--- src/rtl/bmp_ram_arbiter.sv ---
// Two-requester arbiter for a single-port byte RAM.
// Grants are combinational. The RAM command is registered one cycle after
// the grant. Read data returns to the issuing requester two cycles after
// the grant. Arbitration is round-robin, and a requester may hold the port
// with a bounded lock.
module bmp_ram_arbiter #(
    parameter int unsigned ADDR_WIDTH = 20,
    parameter int unsigned BYTE_WIDTH = 8,
    parameter int unsigned MAX_LOCK   = 64
) (
    input  logic                  clk,
    input  logic                  rst_n,

    input  logic                  req0_valid,
    input  logic                  req0_wen,
    input  logic                  req0_lock,
    input  logic [ADDR_WIDTH-1:0] req0_addr,
    input  logic [BYTE_WIDTH-1:0] req0_wdata,
    output logic                  req0_grant,
    output logic                  req0_rvalid,
    output logic [BYTE_WIDTH-1:0] req0_rdata,

    input  logic                  req1_valid,
    input  logic                  req1_wen,
    input  logic                  req1_lock,
    input  logic [ADDR_WIDTH-1:0] req1_addr,
    input  logic [BYTE_WIDTH-1:0] req1_wdata,
    output logic                  req1_grant,
    output logic                  req1_rvalid,
    output logic [BYTE_WIDTH-1:0] req1_rdata,

    output logic                  RAM_ren,
    output logic                  RAM_wen,
    output logic [ADDR_WIDTH-1:0] RAM_addr,
    output logic [BYTE_WIDTH-1:0] RAM_in,
    input  logic [BYTE_WIDTH-1:0] RAM_out
);

    localparam int unsigned CNT_WIDTH = 8;
    localparam logic [CNT_WIDTH-1:0] LOCK_MAX = CNT_WIDTH'(MAX_LOCK);

    // Arbiter state
    logic                  last_grant_q, last_grant_d;
    logic                  lock_valid_q, lock_valid_d;
    logic                  lock_owner_q, lock_owner_d;
    logic [CNT_WIDTH-1:0]  lock_cnt_q,   lock_cnt_d;

    // RAM command and read-return pipeline
    logic                  ram_ren_q,  ram_ren_d;
    logic                  ram_wen_q,  ram_wen_d;
    logic [ADDR_WIDTH-1:0] ram_addr_q, ram_addr_d;
    logic [BYTE_WIDTH-1:0] ram_in_q,   ram_in_d;
    logic                  rd_id_q,    rd_id_d;
    logic                  rvalid0_q,  rvalid0_d;
    logic                  rvalid1_q,  rvalid1_d;

    // Combinational arbitration results
    logic                  grant0_c;
    logic                  grant1_c;
    logic                  gnt_any;
    logic                  gnt_id;
    logic                  sel_lock;
    logic                  sel_wen;
    logic [ADDR_WIDTH-1:0] sel_addr;
    logic [BYTE_WIDTH-1:0] sel_wdata;
    logic                  owner_valid;
    logic                  lock_hold;
    logic                  pick;

    // Grant selection: a single requester wins outright; on a tie the lock
    // owner wins while under budget, otherwise round-robin.
    always_comb begin
        grant0_c  = 1'b0;
        grant1_c  = 1'b0;
        pick      = 1'b0;
        lock_hold = lock_valid_q && (lock_cnt_q < LOCK_MAX);
        if (req0_valid && req1_valid) begin
            if (lock_valid_q) begin
                pick = lock_hold ? lock_owner_q : ~lock_owner_q;
            end else begin
                pick = ~last_grant_q;
            end
            grant0_c = ~pick;
            grant1_c = pick;
        end else begin
            grant0_c = req0_valid;
            grant1_c = req1_valid;
        end
    end

    // Mux the granted requester's command
    always_comb begin
        gnt_any     = grant0_c | grant1_c;
        gnt_id      = grant1_c;
        sel_lock    = gnt_id ? req1_lock  : req0_lock;
        sel_wen     = gnt_id ? req1_wen   : req0_wen;
        sel_addr    = gnt_id ? req1_addr  : req0_addr;
        sel_wdata   = gnt_id ? req1_wdata : req0_wdata;
        owner_valid = lock_owner_q ? req1_valid : req0_valid;
    end

    // Arbiter next state: round-robin pointer and lock bookkeeping
    always_comb begin
        last_grant_d = last_grant_q;
        lock_valid_d = lock_valid_q;
        lock_owner_d = lock_owner_q;
        lock_cnt_d   = lock_cnt_q;
        if (gnt_any) begin
            last_grant_d = gnt_id;
            if (sel_lock) begin
                if (lock_valid_q && (lock_owner_q == gnt_id)) begin
                    // Same owner keeps the lock; count saturates at the budget
                    if (lock_cnt_q < LOCK_MAX) begin
                        lock_cnt_d = CNT_WIDTH'(lock_cnt_q + CNT_WIDTH'(1));
                    end
                end else begin
                    lock_valid_d = 1'b1;
                    lock_owner_d = gnt_id;
                    lock_cnt_d   = CNT_WIDTH'(1);
                end
            end else begin
                lock_valid_d = 1'b0;
                lock_cnt_d   = '0;
            end
        end else if (lock_valid_q && !owner_valid) begin
            // Owner went idle: release the port
            lock_valid_d = 1'b0;
            lock_cnt_d   = '0;
        end
    end

    // RAM command and return-tag next state; address/data hold when idle
    always_comb begin
        ram_ren_d  = gnt_any & ~sel_wen;
        ram_wen_d  = gnt_any &  sel_wen;
        ram_addr_d = ram_addr_q;
        ram_in_d   = ram_in_q;
        rd_id_d    = rd_id_q;
        if (gnt_any) begin
            ram_addr_d = sel_addr;
            ram_in_d   = sel_wdata;
            rd_id_d    = gnt_id;
        end
        rvalid0_d = ram_ren_q & ~rd_id_q;
        rvalid1_d = ram_ren_q &  rd_id_q;
    end

    // State registers
    always_ff @(posedge clk or negedge rst_n) begin
        if (!rst_n) begin
            last_grant_q <= 1'b1;
            lock_valid_q <= 1'b0;
            lock_owner_q <= 1'b0;
            lock_cnt_q   <= '0;
            ram_ren_q    <= 1'b0;
            ram_wen_q    <= 1'b0;
            ram_addr_q   <= '0;
            ram_in_q     <= '0;
            rd_id_q      <= 1'b0;
            rvalid0_q    <= 1'b0;
            rvalid1_q    <= 1'b0;
        end else begin
            last_grant_q <= last_grant_d;
            lock_valid_q <= lock_valid_d;
            lock_owner_q <= lock_owner_d;
            lock_cnt_q   <= lock_cnt_d;
            ram_ren_q    <= ram_ren_d;
            ram_wen_q    <= ram_wen_d;
            ram_addr_q   <= ram_addr_d;
            ram_in_q     <= ram_in_d;
            rd_id_q      <= rd_id_d;
            rvalid0_q    <= rvalid0_d;
            rvalid1_q    <= rvalid1_d;
        end
    end

    assign req0_grant  = grant0_c;
    assign req1_grant  = grant1_c;
    assign req0_rvalid = rvalid0_q;
    assign req1_rvalid = rvalid1_q;
    // The RAM output arrives with the rvalid cycle, so it passes straight through
    assign req0_rdata  = rvalid0_q ? RAM_out : '0;
    assign req1_rdata  = rvalid1_q ? RAM_out : '0;
    assign RAM_ren     = ram_ren_q;
    assign RAM_wen     = ram_wen_q;
    assign RAM_addr    = ram_addr_q;
    assign RAM_in      = ram_in_q;

endmodule

--- config.mk ---
export PLATFORM = sky130hd
export DESIGN_NAME = bmp_ram_arbiter
export DESIGN_NICKNAME = d
export VERILOG_FILES = /design/src/rtl/bmp_ram_arbiter.sv
export SDC_FILE = /design/constraint.sdc
export NUM_CORES = 1
export LEC_CHECK = 0
export BUFFER_PORTS_ARGS = -buffer_cell sky130_fd_sc_hd__buf_2
export CAP_MARGIN = 0
export CORE_MARGIN = 4
export CORE_UTILIZATION = 30
export DETAILED_ROUTE_END_ITERATION = 12
export GPL_ROUTABILITY_DRIVEN = 0
export GPL_TIMING_DRIVEN = 0
export SYNTH_ARGS = -nofsm -noshare
export SYNTH_HDL_FRONTEND = slang
export SYNTH_SLANG_ARGS = --single-unit
--- constraint.sdc ---
create_clock -name clk -period 5.12 [get_ports clk]
set_input_delay 0.256 -clock clk [delete_from_list [all_inputs] [get_ports clk]]
set_output_delay 0.256 -clock clk [all_outputs]
set_load 0.03 [all_outputs]
==> impl_metrics.json, run 1 <==
{
  "std_cell_rows": 32,
  "synth_edf_count": 0,
  "final_cells": 466,
  "worstPathMaxFanout": 8,
  "utilization_pct": 41.8,
  "required_ps": 4860,
  "grt_pass1_wl_mm": 10.9,
  "rsz0062_at_grt": "no",
  "leakage_nw": 1.64,
  "ant_nets": 0,
  "multiInputGateArea_um2": 1210,
  "io_pins": 122,
  "hold_path_class": "in2async",
  "ff2ff_setup_slack_ps": 3150,
  "dp_hpwl_mm": 4.98,
  "post_drt_wl_per_cell_um": 14.4,
  "setup_viol": 0,
  "grt_max_degree": 45,
  "cts_tree": "done",
  "core_area_um2": 7770,
  "criticalPathCategory": "reg2out",
  "grt_pass1_vias": 2296,
  "synth_cell_types": 38,
  "synth_area_um2": 2420,
  "die_y_um": 97.8,
  "clk_latency_ps": 290,
  "post_cts_buffers": 0,
  "post-route-worst-setup-slack_ps": 2820,
  "area_growth_syn_to_layout_pct": 34.2,
  "r2r_start": "lock_cnt_q[6]",
  "drive_gt1_share_pct": 40.1,
  "post_drt_via_cell_ratio": 4.91,
  "grt-ovfl-total": 0,
  "syn_avg_cell_area_um2": 10.3,
  "vias": 2287,
  "numCtsBuffers": 5,
  "regArea_um2": 1100,
  "outcome": "finished, final reports clean",
  "synth_compound_area_share_pct": 21.5,
  "tightest_slew_ps": 967,
  "ys_seq_area_share_pct": 45.6,
  "yosys.area_share.simple_pct": 16.5,
  "initial_core_util_pct": 31.1,
  "drt_first_iter_violations": 108,
  "tns_ps": 0,
  "dr.pass1.iters": 4,
  "die_w_um": 97.8,
  "post-place-ws_ps": 3140,
  "clock_skew_ps": 3.89,
  "period_share_pct": 45.0,
  "synth_warnings": 0,
  "cp.arrival_ps": 2050,
  "antenna_found_initial": 0,
  "clk_pin_slew_ps": 90,
  "n_fill_cell": 787,
  "totalWireLength_mm": 6.70,
  "worstSetupStartpoint": "lock_owner_q",
  "yosys.area_share.adder_pct": 0.518,
  "ys.flop_type": "dfrtp_1",
  "worst_slew_margin_rel_pct": 35.5,
  "post_cts_resized": 0,
  "fin_nets": 436,
  "cap_violations": 0,
  "hold_ws_ps": 97.6,
  "rr_worst_depth": 5,
  "cts_sinks": 44,
  "io_buffers": 121,
  "cts_hold_buf": 0,
  "htree_levels": 2,
  "slew_viol_final": 0,
  "ir_drop_v": 0.000126,
  "synth_xor_area_share_pct": 0,
  "dp_cells": 458,
  "remaining_drc_errors": 0,
  "syn-instance-count": 235,
  "hold_viol_final": 0,
  "fin_crit_ps": 2300,
  "synthMuxAreaShare_pct": 11.6,
  "ys_ff_latch": 44,
  "track_usage_pct": 13.9,
  "synth_top_family_by_area": "compound AO/OA/AOI/OAI gates",
  "ctsLongestPathBuffers": 2,
  "syn_nets": 308,
  "die_area_um2": 9560,
  "antenna_cells": 0,
  "cts_root_buf": "clkbuf_8",
  "synthArstFlopShare_pct": 100,
  "power_density_nw_per_um2": 299,
  "worstSetupStartpointType": "flop",
  "rr_endpoint": "lock_cnt_q[4]",
  "cp-end-kind": "output pin",
  "fmax_mhz": 434
}
==> cell type report <==
class / instances / share of cell area, %
flip-flops and latches: 44 / 34.0
plain buffers: 14 / 2.51
repair buffers: 121 / 18.7
multi-input cells: 171 / 37.3
clock inverters: 1 / 0.231
inverters: 6 / 0.694
clock buffers: 7 / 2.66
well taps: 102 / 3.93
==> through the flow <==
step                      total power [mW]  area [um2]
after floorplan                      0.633        2420
after global placement               0.745        3150
after detailed placement             0.750        3150
after CTS                            0.984        3240
after global routing                  1.03        3240
final                                0.969        3240
==> how the worst max path moves through the flow <==
stage            endpoint  slack, ps  depth (start not counted)
6_report       req0_grant       2820                          4
2_1_floorplan     RAM_ren       2900                          5
3_5_place_dp   req0_grant       3140                          4
5_1_grt        req0_grant       2650                          4
4_1_cts        req0_grant       2800                          4
3_3_place_gp   req0_grant       3150                          4
==> synth_stat cells (2+ instances only) <==
library cell   n  area, um2
a211oi_1       2       15.0
a21oi_1        4       20.0
a221o_1       28        280
and2_1        17        106
buf_2          5       25.0
buf_6          3       33.8
clkbuf_1       5       18.8
dfrtp_1       43       1080
inv_1          4       15.0
inv_2          2       7.51
mux2i_1       28        280
nand2_1       13       48.8
nand3_1        2       10.0
nand4_1        2       12.5
nor2_1        37        139
nor2b_1        3       18.8
o2111ai_1      3       26.3
o211ai_1       7       52.6
o21ai_0        5       25.0
or2_2          2       12.5
or3_1          3       18.8
==> layout by cell type, fill, tap and decap left out, types with 2 or more instances in the layout <==
master,netlist,routed
clkbuf_8,0,6
or2_2,2,2
nand4_1,2,2
nor2_1,37,37
inv_2,2,2
buf_6,3,3
and2_1,17,17
o2111ai_1,3,3
a21oi_1,4,4
o211ai_1,7,7
nand2_1,13,13
or3_1,3,3
inv_1,4,4
o21ai_0,5,5
dfrtp_1,43,43
nor2b_1,3,3
clkbuf_1,5,6
buf_2,5,126
nand3_1,2,2
a211oi_1,2,2
a221o_1,28,28
mux2i_1,28,28
==> critical path, cell delays in order, from the launching register on <==
cell and delay [ps]:
dfrtp_1 470, or3_4 440, a31o_1 260, a21boi_0 310, buf_2 280
==> kinds of logic after synthesis <==
family | count (synthesis)
buffers and inverters | 20
AO/OA/AOI/OAI | 59
adder cells (fa/ha/maj) | 1
AND/OR/NAND/NOR | 83
multiplexers | 28
flip-flops | 44
==> sequential cells by signal, summed over array words and instances, names as in the netlist <==
signal	count
RAM_addr	20
RAM_in	8
RAM_ren	1
RAM_wen	1
last_grant_q	1
lock_cnt_q	8
lock_owner_q	1
lock_valid_q	1
rd_id_q	1
req0_rvalid	1
req1_rvalid	1
==> routing by layer <==
metal | wire length [um] | track usage [%] | vias to the layer above
met3 | 498 | 4.07 | 8
met1 | 3030 | 17.5 | 1064
met5 | 0 | 0 | -
met2 | 3080 | 23.4 | 86
met4 | 94 | 3.62 | 0
li1 | - | - | 1129
==> where the power goes <==
group	total [mW]	switching, mW	internal, mW
Sequential	0.420	0.0301	0.390
Combinational	0.319	0.201	0.119
Clock	0.230	0.120	0.110
Total	0.969	0.351	0.618
Power figures use the tool's default switching activity.
==> run 2: changes to the inputs <==
==> constraint.sdc (replaced) <==
create_clock -name clk -period 2.26 [get_ports clk]
set_input_delay 0.113 -clock clk [delete_from_list [all_inputs] [get_ports clk]]
set_output_delay 0.113 -clock clk [all_outputs]
set_load 0.03 [all_outputs]
==> run 2 against run 1 <==
The flow now finishes with violations (hold timing). Final cell count grew 0.21%. Power is 130% higher. Routed wire length decreased by 0.18%. Clock skew fell by 0.67 ps. Global-route usage did not move. Sequential power grew 130%. Largest power group unchanged. Setup slack lost 2600 ps. Sequential share of layout area down 0.10 points. Via count is essentially flat. First-iteration DRC count is 11% lower. Final area is 0.31% higher. Combinational power up 130%.
==> impl_metrics.json, run 2 (same netlist as run 1, synthesis figures left out) <==
{
  "post_drt_via_cell_ratio": 4.89,
  "layout_common_cells": "buf_2 (126), dfrtp_1 (43), nor2_1 (37)",
  "layout_commonest_cell": "buf_2",
  "cts_root_buf": "clkbuf_8",
  "numCtsBuffers": 5,
  "clk_latency_ps": 290,
  "clk_pin_slew_ps": 90,
  "ant_nets": 0,
  "slew_viol_final": 0,
  "fin_nets": 437,
  "grt_pass1_vias": 2302,
  "ir_drop_v": 0.000286,
  "hold_path_class": "in2async",
  "ctsLongestPathBuffers": 2,
  "fin_crit_ps": 2080,
  "cap_violations": 0,
  "io_buffers": 121,
  "p_clk_share_pct": 23.7,
  "totalWireLength_mm": 6.69,
  "drt_first_iter_violations": 96,
  "hold_viol_final": 43,
  "r2r_start": "lock_cnt_q[6]",
  "grt_max_degree": 45,
  "clock_skew_ps": 3.22,
  "grt_pass1_wl_mm": 10.9,
  "leakage_nw": 1.65,
  "outcome": "finished, violations left",
  "drive_gt1_share_pct": 40.0,
  "power_density_nw_per_um2": 675,
  "power.internal_mw": 1.40,
  "setup_viol": 0,
  "tightest_slew_ps": 972,
  "critPathMaxStageDelay_ps": 470,
  "rr_worst_depth": 5,
  "antenna_cells": 0,
  "cp-end-kind": "output pin",
  "post_cts_buffers": 0,
  "worst_slew_margin_rel_pct": 35.2,
  "htree_levels": 2,
  "die_w_um": 97.8,
  "comb_power_share_pct": 33.0,
  "post-route-worst-setup-slack_ps": 178,
  "antenna_found_initial": 0,
  "worstSetupStartpointType": "flop",
  "initial_core_util_pct": 31.1,
  "largest_register_ffs": 20,
  "utilization_pct": 41.9,
  "hold_ws_ps": -42.9,
  "p_seq_share_pct": 43.3,
  "cts_sinks": 44,
  "fmax_mhz": 480,
  "remaining_drc_errors": 0,
  "post-place-ws_ps": 335,
  "path_cells": "or3_4, a31oi_4, inv_2, nand2_2, inv_2, buf_6, buf_2",
  "die_y_um": 97.8,
  "ff2ff_setup_slack_ps": 290,
  "cp.arrival_ps": 1970,
  "path_buf_inv": 4,
  "criticalPathCategory": "reg2out",
  "track_usage_pct": 13.9,
  "area_growth_syn_to_layout_pct": 34.6,
  "cts_tree": "done",
  "rr_endpoint": "lock_cnt_q[4]",
  "die_area_um2": 9560,
  "violations": "hold timing",
  "grt-ovfl-total": 0,
  "p_sw_uw": 796,
  "std_cell_rows": 32,
  "vias": 2285,
  "required_ps": 2150,
  "period_share_pct": 92.1,
  "n_fill_cell": 789,
  "crit_family": "simple AND/OR/NAND/NOR gates",
  "critPathMostFrequentCell": "inv_2",
  "dp_hpwl_mm": 4.98,
  "rsz0062_at_grt": "no",
  "cp_num_cells": 7,
  "dr.pass1.iters": 4,
  "post_drt_wl_per_cell_um": 14.3,
  "p_sw_share_pct": 36.2,
  "tns_ps": 0,
  "core_area_um2": 7770,
  "crit_path_top_delay_cell": "dfrtp_1",
  "io_pins": 122,
  "worstPathMaxFanout": 10
}
-- run 2: cell count changes in the layout (fill, tap and decap cells not counted), sizes merged --
cell         previous run  this run
dlygate4sd3             0         1
-- run 2: layer usage --
metal / up-vias / wire (um) / global-route usage, %
li1: 1129 / - / -
met1: 1058 / 3000 / 17.5
met2: 90 / 3070 / 23.4
met3: 8 / 517 / 4.07
met4: 0 / 94 / 3.62
met5: - / 0 / 0
-- run 2: power groups by stage --
| stage | Combinational, mW | Clock, mW | Sequential (mW) |
|---|---|---|---|
| finish | 0.725 | 0.522 | 0.951 |
| global route | 0.788 | 0.572 | 0.967 |
| CTS | 0.736 | 0.543 | 0.952 |
| detailed placement | 0.736 | 0 | 0.962 |
| global placement | 0.726 | 0 | 0.963 |
| floorplan | 0.313 | 0 | 1.12 |
-- run 2: worst max-delay path by stage --
stage	start	end	slack, ps
6_report	lock_owner_q	req1_grant	180
5_1_grt	lock_owner_q	req0_grant	50
4_1_cts	lock_owner_q	req0_grant	80
3_5_place_dp	lock_owner_q	RAM_in[0]	330
3_3_place_gp	lock_cnt_q[6]	lock_cnt_q[4]	320
2_1_floorplan	lock_owner_q	RAM_ren	40
-- run 2: cell type report --
type / instances / area [um2] / share of cell area, %
repair buffers: 122 / 616 / 18.9
inverters: 6 / 22.5 / 0.692
multi-input cells: 171 / 1210 / 37.2
clock buffers: 7 / 86.3 / 2.65
flip-flops and latches: 44 / 1100 / 33.9
well taps: 102 / 128 / 3.92
clock inverters: 1 / 7.51 / 0.231
plain buffers: 14 / 81.3 / 2.50
-- run 2: repair_timing --
item,CTS,global route
setup endpoints to repair,0,1
hold endpoints to repair,1,0
hold buffers,1,0
gates resized for setup,0,1
-- run 2: per-stage QoR --
| step | instance area, um2 | power [mW] | cells | hold slack, ps |
|---|---|---|---|---|
| after global placement | 3150 | 1.69 | 458 | 310 |
| after CTS | 3250 | 2.23 | 467 | 7.37 |
| after global routing | 3250 | 2.33 | 467 | 17.2 |
| after floorplan | 2420 | 1.43 | 235 | -183 |
| final | 3250 | 2.20 | 467 | -42.9 |
| after detailed placement | 3150 | 1.70 | 458 | 313 |
==> run 3: changes to the inputs <==
==> constraint.sdc (replaced) <==
create_clock -name clk -period 2.4 [get_ports clk]
set_input_delay 0.12 -clock clk [delete_from_list [all_inputs] [get_ports clk]]
set_output_delay 0.12 -clock clk [all_outputs]
set_load 0.03 [all_outputs]
==> run 3 against run 2 <==
The run still ends with hold timing left. Global-route usage is the same. Sequential share of layout area is the same. Critical path depth shrank 3. Routed wire length grew 0.28%. Register-to-register slack gained 120 ps. Sequential power shrank 5.9%. Clock-buffer cell count is the same. Core utilization is the same. Largest power group unchanged. Combinational power shrank 5.8%. Critical endpoint is now req0_grant. Clock skew is essentially flat. Die area is the same. Largest cell class unchanged.
==> impl_metrics.json, run 3 (same netlist as run 1, synthesis figures left out) <==
{
  "grt_pass1_wl_mm": 10.9,
  "ir_drop_v": 0.000269,
  "worstPathMaxFanout": 8,
  "n_fill_cell": 789,
  "grt_pass1_vias": 2302,
  "layout_commonest_cell": "buf_2",
  "crit_family": "compound AO/OA/AOI/OAI gates",
  "tns_ps": 0,
  "leakage_nw": 1.64,
  "period_share_pct": 90.3,
  "clk_pin_slew_ps": 90,
  "track_usage_pct": 13.9,
  "dp_hpwl_mm": 4.98,
  "numCtsBuffers": 5,
  "post_cts_resized": 0,
  "drive_gt1_share_pct": 40.0,
  "rsz0062_at_grt": "no",
  "utilization_pct": 41.9,
  "critPathMaxStageDelay_ps": 470,
  "worst_slew_margin_rel_pct": 35.6,
  "violations": "hold timing",
  "fin_nets": 437,
  "final_cells": 467,
  "setup_viol": 0,
  "io_buffers": 121,
  "cts_root_buf": "clkbuf_8",
  "antenna_cells": 0,
  "htree_levels": 2,
  "path_buf_inv": 1,
  "totalWireLength_mm": 6.71,
  "fmax_mhz": 461,
  "clk_latency_ps": 290,
  "largest_register_ffs": 20,
  "post_drt_via_cell_ratio": 4.89,
  "hold_ws_ps": -38.6,
  "power_density_nw_per_um2": 636,
  "grt_max_degree": 45,
  "path_cells": "or3_4, a31o_1, a21boi_0, buf_2",
  "clock_skew_ps": 3.62,
  "crit_path_top_delay_cell": "dfrtp_1",
  "die_y_um": 97.8,
  "std_cell_rows": 32,
  "hold_path_class": "in2async",
  "drt_first_iter_violations": 106,
  "worstSetupStartpointType": "flop",
  "hold_viol_final": 43,
  "area_growth_syn_to_layout_pct": 34.6,
  "ant_nets": 0,
  "cap_violations": 0,
  "grt-ovfl-total": 0,
  "cts_sinks": 44,
  "cp.arrival_ps": 2050,
  "post_drt_wl_per_cell_um": 14.4,
  "cts_tree": "done",
  "dr.pass1.iters": 4,
  "ctsLongestPathBuffers": 2,
  "die_w_um": 97.8,
  "fin_crit_ps": 2170,
  "outcome": "finished, violations left",
  "slew_viol_final": 0,
  "antenna_found_initial": 0,
  "core_area_um2": 7770,
  "layout_common_cells": "buf_2 (126), dfrtp_1 (43), nor2_1 (37)",
  "post-place-ws_ps": 475,
  "remaining_drc_errors": 0,
  "die_area_um2": 9560,
  "cp-end-kind": "output pin",
  "post-route-worst-setup-slack_ps": 233,
  "dp_cells": 458,
  "initial_core_util_pct": 31.1,
  "vias": 2282,
  "tightest_slew_ps": 967,
  "criticalPathCategory": "reg2out",
  "post_cts_buffers": 0,
  "io_pins": 122,
  "required_ps": 2280
}
-- run 3: layer usage --
metal	global-route usage [%]	share of wire, %
met1	17.5	45
met4	3.62	1.4
met5	0	0
met3	4.07	7.5
met2	23.4	46
-- run 3: final timing paths --
| path | start | slack (ps) | cells past startpoint | end |
|---|---|---|---|---|
| worst min-delay path | rst_n | -40 | 1 | lock_cnt_q[2] |
| min in group clk | req0_wen | 20 | 2 | RAM_ren |
| max in group asynchronous | rst_n | 1820 | 1 | lock_owner_q |
| worst min register to register | rd_id_q | 460 | 1 | req0_rvalid |
| worst max-delay path | lock_owner_q | 230 | 4 | req0_grant |
| worst max register to register | lock_cnt_q[6] | 410 | 5 | lock_cnt_q[4] |
-- run 3: metrics by stage --
| stage | total power [mW] | cell area [um2] |
|---|---|---|
| 6_report | 2.07 | 3250 |
| 3_3_place_gp | 1.59 | 3150 |
| 5_1_grt | 2.19 | 3250 |
| 4_1_cts | 2.10 | 3250 |
| 2_1_floorplan | 1.35 | 2420 |
| 3_5_place_dp | 1.60 | 3150 |
-- run 3: power breakdown --
part	switching, mW	internal [mW]
Combinational	0.429	0.255
Clock	0.257	0.234
Sequential	0.0641	0.831
-- run 3: what timing repair did --
action | in CTS | in global routing
hold buffers | 1 | 0
setup endpoints to repair | 0 | 0
endpoints found under the hold margin | 1 | 0
-- run 3: layout make-up --
cell class              instances  area, um2  share of cell area [%]
clock buffers                   7       86.3                    2.65
flip-flops and latches         44       1100                    33.9
clock inverters                 1       7.51                   0.231
multi-input cells             171       1210                    37.2
well taps                     102        128                    3.92
repair buffers                122        616                    18.9
plain buffers                  14       81.3                    2.50
inverters                       6       22.5                   0.692
